[src/rtl/count_mode_sequencer.sv]
// Mode sequencer for the two-digit button-demo counter: arbitrates clear, mode advance,
// manual steps and auto ticks into one registered count/BCD update per clock.
module count_mode_sequencer #(
  parameter int unsigned MAX_COUNT = 99,
  parameter int unsigned TICK_DIV  = 50_000_000
) (
  input  logic       clk,
  input  logic       rst,
  input  logic       inc_pulse,
  input  logic       dec_pulse,
  input  logic       mode_pulse,
  input  logic       clr_pulse,
  output logic [6:0] count,
  output logic [3:0] bcd_tens,
  output logic [3:0] bcd_ones,
  output logic [1:0] mode,
  output logic       step,
  output logic       wrap
);

  localparam int unsigned     DivW    = $clog2(TICK_DIV);
  localparam logic [DivW-1:0] DivLast = DivW'(TICK_DIV - 1);
  localparam logic [6:0]      MaxVal  = 7'(MAX_COUNT);

  typedef enum logic [1:0] {
    StManual   = 2'd0,
    StAutoUp   = 2'd1,
    StAutoDown = 2'd2,
    StPause    = 2'd3
  } mode_e;

  mode_e           mode_q, mode_d;
  logic [6:0]      count_q, count_d;
  logic [3:0]      tens_q, tens_d;
  logic [3:0]      ones_q, ones_d;
  logic [DivW-1:0] div_q, div_d;
  logic            step_q, step_d;
  logic            wrap_q, wrap_d;
  logic            go_up, go_dn;

  always_comb begin
    mode_d  = mode_q;
    count_d = count_q;
    div_d   = '0;
    step_d  = 1'b0;
    wrap_d  = 1'b0;
    go_up   = 1'b0;
    go_dn   = 1'b0;

    if (clr_pulse) begin
      count_d = '0;
    end else if (mode_pulse) begin
      unique case (mode_q)
        StManual:   mode_d = StAutoUp;
        StAutoUp:   mode_d = StAutoDown;
        StAutoDown: mode_d = StPause;
        StPause:    mode_d = StManual;
        default:    mode_d = StManual;
      endcase
    end else begin
      unique case (mode_q)
        StManual: begin
          // Simultaneous inc and dec cancel out.
          go_up = inc_pulse & ~dec_pulse;
          go_dn = dec_pulse & ~inc_pulse;
        end
        StAutoUp, StAutoDown: begin
          if (div_q == DivLast) begin
            go_up = (mode_q == StAutoUp);
            go_dn = (mode_q == StAutoDown);
          end else begin
            div_d = div_q + 1'b1;
          end
        end
        default: ;
      endcase
    end

    if (go_up) begin
      step_d = 1'b1;
      if (count_q == MaxVal) begin
        count_d = '0;
        wrap_d  = 1'b1;
      end else begin
        count_d = count_q + 7'd1;
      end
    end else if (go_dn) begin
      step_d = 1'b1;
      if (count_q == '0) begin
        count_d = MaxVal;
        wrap_d  = 1'b1;
      end else begin
        count_d = count_q - 7'd1;
      end
    end

    // Digits derive from the next count so they land on the same edge as count.
    tens_d = 4'(count_d / 7'd10);
    ones_d = 4'(count_d % 7'd10);
  end

  always_ff @(posedge clk or negedge rst) begin
    if (!rst) begin
      mode_q  <= StManual;
      count_q <= '0;
      tens_q  <= '0;
      ones_q  <= '0;
      div_q   <= '0;
      step_q  <= 1'b0;
      wrap_q  <= 1'b0;
    end else begin
      mode_q  <= mode_d;
      count_q <= count_d;
      tens_q  <= tens_d;
      ones_q  <= ones_d;
      div_q   <= div_d;
      step_q  <= step_d;
      wrap_q  <= wrap_d;
    end
  end

  assign count    = count_q;
  assign bcd_tens = tens_q;
  assign bcd_ones = ones_q;
  assign mode     = mode_q;
  assign step     = step_q;
  assign wrap     = wrap_q;

endmodule

[config.mk]
export PLATFORM = sky130hd
export DESIGN_NAME = count_mode_sequencer
export DESIGN_NICKNAME = d
export VERILOG_FILES = /design/src/rtl/count_mode_sequencer.sv
export SDC_FILE = /design/constraint.sdc
export NUM_CORES = 1
export LEC_CHECK = 0
export CORE_MARGIN = 2
export CORE_UTILIZATION = 64
export DETAILED_ROUTE_END_ITERATION = 7
export DONT_BUFFER_PORTS = 1
export PLACE_DENSITY = 0.81
export SETUP_SLACK_MARGIN = 0.5
export SYNTH_ARGS = -nofsm -noshare
export SYNTH_HDL_FRONTEND = slang
export SYNTH_SLANG_ARGS = --single-unit
[constraint.sdc]
create_clock -name clk -period 5.82 [get_ports clk]
set_input_delay 1.164 -clock clk [delete_from_list [all_inputs] [get_ports clk]]
set_output_delay 1.164 -clock clk [all_outputs]
set_load 0.1 [all_outputs]
# Yosys cells after proc, flatten, opt, wreduce, memory -nomap -nowiden
# Index checks and enable logic that the tools add are counted.
[totals]
regBits = 45
latchBits = 0
ram_bits = 0
mem_bits_ro = 0
input_bits = 6
n_memories = 0
[classes]
addsub = 3
n_mul = 0
div = 2
n_lt_le_gt_ge = 0
eq_ne = 5
shifts = 0
muxes = 24
n_bitwise = 5
reduce_logical = 4
[op_table]
columns = ["op", "count"]
rows = [
  ["two-way mux 26 bit", 4],
  ["two-way mux 7 bit", 5],
  ["adder 26 x 1 -> 26 bit, second input constant", 1],
  ["== test 26 bit, second input constant", 1],
  ["two-way mux 1 bit", 12],
  ["case mux 2 bit (4 select lines)", 1],
  ["adder 7 x 1 -> 7 bit, second input constant", 1],
  ["divider 7 x 4 -> 7 bit, second input constant", 1],
  ["== test 7 bit, second input constant", 1],
  ["logical NOT 7 bit", 1],
  ["remainder unit 7 x 4 -> 7 bit, second input constant", 1],
  ["subtractor 7 x 1 -> 7 bit, second input constant", 1],
  ["== test 2 bit, second input constant", 2],
  ["case mux 1 bit (2 select lines)", 2],
  ["inverter 1 bit", 3],
  ["AND 1 bit", 2],
  ["== test 2 x 1 -> 1 bit, second input constant", 1],
  ["logical NOT 2 bit", 1],
  ["AND reduction 2 bit", 1],
  ["OR reduction 2 bit", 1],
]

# Depth between registers and ports, before layout
[logic_depth]
ltp_word = 8
mapped_depth = 18

# Worst setup path after synthesis
# No wires, ideal clock.
[synth_timing]
path_type = "register -> register"
from = "register mode_q[0], in the netlist mode[0]"
to = "register ones_q[1], in the netlist bcd_ones[1]"
setup_time_ns = 0.129
t_arrival_ns = 4.994
setup_slack_ns = 0.696
path_stages_with_launch = 19
cell_sequence = "dfrtp_1 > inv_1 > ha_1 > nand2_1 > nor4_1 > a21o_1 > nor4_1 > a211o_1 > buf_2 > or2_2 > or3_1 > o211a_1 > xnor2_1 > ha_1 > a21boi_0 > o22ai_1 > a221oi_1 > a31oi_2 > xnor2_1"
[synth_between]
elab_chain_cells = 8
word_cells_on_any_way = 15
cone_classes = "div: 1; eq/ne: 2; mux: 10; reduce/logical: 2"
[synth_lines]
columns = ["item", "line_no", "rtl"]
rows = [
  ["start, declared", "32", "mode_e mode_q, mode_d;"],
  ["start signal, assigned", "104", "mode_q <= StManual;"],
  ["start signal, assigned", "112", "mode_q <= mode_d;"],
  ["== test 2 bit / == test 2 x 1 -> 1 bit (equally long branches)", "61, 70, 69", ""],
  ["two-way mux 1 bit / OR reduction 2 bit (equally long branches)", "68, 61", ""],
  ["case mux 1 bit (2 select lines)", "61", "unique case (mode_q)"],
  ["two-way mux 1 bit", "52", "end else if (mode_pulse) begin"],
  ["two-way mux 1 bit", "50", "if (clr_pulse) begin"],
  ["two-way mux 7 bit", "87", "end else if (go_dn) begin"],
  ["two-way mux 7 bit *", "79", "if (go_up) begin"],
  ["net count_d[3]", "33", "logic [6:0] count_q, count_d;"],
  ["remainder unit 7 x 4 -> 7 bit *", "99", "ones_d = 4'(count_d % 7'd10);"],
  ["net ones_d[1]", "35", "logic [3:0] ones_q, ones_d;"],
  ["end signal, assigned", "115", "ones_q <= ones_d;"],
  ["end, declared", "35", ""],
]
# Mark *: on every way through the listed nets, which the timed path passes. The rest lies on a longest branch.
# A chain may end at the register's enable or synchronous reset.

# Worst setup path in the final report
[layout_timing]
from = "input port mode_pulse"
to = "register ones_q[1], in the netlist bcd_ones[1]"
[layout_between]
elab_chain_cells = 5
word_cells_on_any_way = 7
cone_classes = "div: 1; mux: 6"
[layout_lines]
columns = ["item", "line_no", "rtl"]
rows = [
  ["start, declared", "11", "input logic mode_pulse,"],
  ["two-way mux 1 bit", "52", ""],
  ["two-way mux 1 bit", "50", ""],
  ["two-way mux 7 bit", "87", ""],
  ["two-way mux 7 bit *", "79", ""],
  ["remainder unit 7 x 4 -> 7 bit *", "99", ""],
  ["net ones_d[1]", "35", ""],
]
# Marks and branches as above.

==> metrics.md <==
| Metric | Value |
|---|---|
| Residual DRC count | `0` |
| First element of the critical path | `mode_pulse` |
| Post-CTS repair timing setup buffer count | `0` |
| Area grow syn2layout | `5.919%` |
| Internal power component | `0.0005447 W` |
| Setup crit end kind | `register` |
| Post-route met1 wirelength | `3050 um` |
| Number of detailed-route iterations in the first pass | `5` |
| Synthesized cell area | `2980 um2` |
| Most numerous cell types in the synthesized netlist | `44 x dfrtp_1, 43 x nor2_1, 23 x nand2_1` |
| Seq pwr share | `38.0%` |
| Maximum number of pins on one net before global-route repair | `45` |
| Class of the tightest hold or removal check | `register to register` |
| RSZ-0062 raised after global routing | `no` |
| Clock-pin slew reported for the worst setup and hold paths after clock tree synthesis | `0.08 ns` |
| CTS Buf Count | `5` |
| Max-capacitance violation count | `0` |
| CTS root buf | `clkbuf_8` |
| Highest metal used | `met4` |
| Initial antenna violation count | `0` |
| Net count of the finished layout | `352` |
| Clock net sink count | `44` |
| Largest buffer count on any clock path | `2` |
| Slew Limit Headroom | `30.55%` |
| Critical path class | `input port to register` |
| Source-to-sink clock delay at the later pin of the worst-skew pair | `0.29 ns` |
| Async SR Flop Fraction | `100.0%` |
| Nature of the critical path startpoint | `input port` |
| Yosys reg bits | `44` |
| Total Wirelength | `6541 um` |
| Die X-Extent | `72.24 um` |
| Final setup skew | `0.006375 ns` |
| Effective utilization at floorplan | `67.52%` |
| Pins Over Slew Limit | `0` |
| Yosys synthesis warning count | `0` |
| Clock tree from TritonCTS | `done` |
| Port bufs | `0` |
| Number of violations reported at the end of detailed-routing iteration 0 | `257` |
| Net switching fraction of the power | `45.26%` |
| Fin util | `71.51%` |
| Cell with the most instances after synthesis | `dfrtp_1` |
| WL/cell | `16.81 um` |
| Number of placed I/O pins | `25` |
| Cell variety after synth | `74` |
| Met2 wire len | `3115 um` |
| Hold_ws | `0.4852 ns` |
| Std-Cell Rows | `24` |
| Via count | `2,483` |
| Power density cells | `315.2 nW/um2` |
| Arrival time at the worst endpoint | `5.11 ns` |
| Cell taking the most area after synthesis | `dfrtp_1` |
| Leakage power of the design | `1.312 nW` |
| Cell types with the largest area share after synthesis | `dfrtp_1 37%, nor2_1 5.4%, ha_1 4.2%` |
| Via count of the first global-routing pass | `2,396` |
| Reg-to-Reg Start | `mode[0]$_DFFE_PN0P_` |
| Final TNS setup | `0 ns` |
| Overall overflow remaining after global route | `0` |
| Startpoint of the lowest-slack hold path | `div_q[0]$_DFF_PN0_` |
| Met3 layer wire length in the routed design | `321 um` |
| Transition at the pin with the smallest max-transition slack | `1.039 ns` |
| Final setup vio count | `0` |
| Most instantiated flip-flop cell in the synthesis netlist | `dfrtp_1` |
| Total half-perimeter wirelength after legalization and detailed placement | `4698 um` |
| Wire length of the first global-routing pass | `11,290 um` |
| Worst Path Max Fanout | `13` |
| Data required time at the worst endpoint | `5.98 ns` |
| Area fraction of the dominant cell type after synthesis | `36.94%` |
| Height of the die | `72.24 um` |
| Core area | `4414 um2` |
| Number of instances in the synthesized netlist | `333` |
| Relative contribution of combinational cells to total power | `42.3%` |
| Area of the die | `5219 um2` |
| Total routing usage reported by global routing | `27.48%` |
| Post-synth net total | `349` |
| Outcome | `completed` |
| Total number of H-tree levels | `2` |
| Ant diodes | `0` |
| Number of hold-slack violations in the final timing report | `0` |
| Share of the clock period used by the worst path | `85.08%` |
| Fraction of final layout cells with drive strength greater than 1 | `11.57%` |
| Gpl congestion | `0.9265` |
| Average vias per placed instance | `6.383` |
| Antenna-violating nets left | `0` |
| Largest voltage drop on the vdd net | `0.2598 mV` |
| Time the worst path needs with I/O delays and setup | `4.952 ns` |
| Synth Area per Inst | `8.950 um2` |
| Fraction of the yosys area taken by sequential cells | `36.94%` |
| Post-synth EDFFs | `0` |
| Max frequency | `202.0 MHz` |
| Total net switching power | `0.0004504 W` |
| Clock network power share | `19.7%` |
[path summary, 6_finish.rpt]
path                                              end  slack (ns)  cells after the start
worst min-delay path               div_q[0]$_DFF_PN0_        0.49                      1
worst max register to register  bcd_ones[1]$_DFF_PN0_        0.95                     17
min in group asynchronous          count[1]$_DFF_PN0_        0.56                      0
worst max-delay path            bcd_ones[1]$_DFF_PN0_        0.87                     15
max in group asynchronous       bcd_ones[2]$_DFF_PN0_        5.17                      0
worst min register to register     div_q[0]$_DFF_PN0_        0.49                      1
[flip-flops by register name, indices dropped and copies added, names as in the netlist]
signal and cells:
bcd_ones 4, bcd_tens 4, count 6, div_q 26, mode 2, step 1, wrap 1
[power groups by stage]
stage | Clock (W) | Combinational (W) | Sequential, W
after floorplan | 0 | 0.000250 | 0.000467
after global placement | 0 | 0.000404 | 0.000384
after detailed placement | 0 | 0.000413 | 0.000384
after CTS | 0.000200 | 0.000415 | 0.000378
after global routing | 0.000213 | 0.000455 | 0.000381
final | 0.000196 | 0.000421 | 0.000379
[per-layer routing]
layer,vias to the layer above,global-route usage (%)
li1,1206,-
met1,1193,39.91
met2,78,41.90
met3,6,5.556
met4,0,7.966
met5,-,0
[critical path: stages]
cell and delay, ns:
or3_1 0.53, a21oi_1 0.19, nand3_1 0.14, and2_4 0.19, a211o_1 0.41, or2_2 0.37, or3_1 0.35, o211a_1 0.14
xnor2_1 0.20, ha_1 0.33, a21boi_2 0.29, o22ai_1 0.11, a221oi_1 0.34, a31oi_2 0.19, xnor2_1 0.16
[timing repair]
item / 4_1_cts / 5_1_grt
gates resized for setup: 0 / 2
endpoints found under the setup margin: 0 / 3
hold buffers: 0 / 0
hold endpoints to repair: 0 / 0
[final cells by class]
type | count | area [um2]
inverter | 13 | 53.80
sequential | 44 | 1102
clock buffer | 8 | 90.09
tap | 52 | 65.06
timing repair buffer | 11 | 82.58
fill | 335 | 1257
multi-input combinational | 261 | 1763
[stage by stage]
| stage | instances | instance area [um2] | setup slack [ns] | power (W) |
|---|---|---|---|---|
| after floorplan | 333 | 2980 | 0.6962 | 0.0007167 |
| after CTS | 389 | 3153 | 0.7047 | 0.0009934 |
| after global routing | 389 | 3157 | 0.5305 | 0.001049 |
| after detailed placement | 381 | 3063 | 0.3928 | 0.0007964 |
| final | 389 | 3157 | 0.8684 | 0.0009952 |
| after global placement | 381 | 3063 | 0.5346 | 0.0007888 |
[placed cells by master (no fill, tap or decap), types with 2 or more instances in the layout]
cell type,n
nand3_1,22
nand2b_1,2
and2_1,2
clkbuf_8,6
or3_1,7
or4_1,3
o211a_1,2
inv_1,12
buf_4,11
nand4_1,10
mux2i_1,4
or4b_1,2
nor2_1,43
nor4_1,4
a21oi_1,13
clkbuf_1,2
a21boi_0,2
ha_1,10
xnor2_1,14
xor2_1,14
o21ai_0,10
nand2_1,23
a31oi_1,2
dfrtp_1,43
mux2_2,2
a211o_1,2
or2_2,3
nor3_1,13
nor4bb_1,2
and3_1,8
[kinds of logic after synthesis]
family / count (synthesis) / share of synthesized area, %
xor+xnor: 28 / 8.229
buf+inv: 28 / 4.030
compound gates: 59 / 16.33
simple gates: 157 / 27.79
mux: 6 / 2.099
flops: 44 / 36.94
fa+ha+maj: 11 / 4.576
Note: power is estimated with default switching activity, not from simulation.
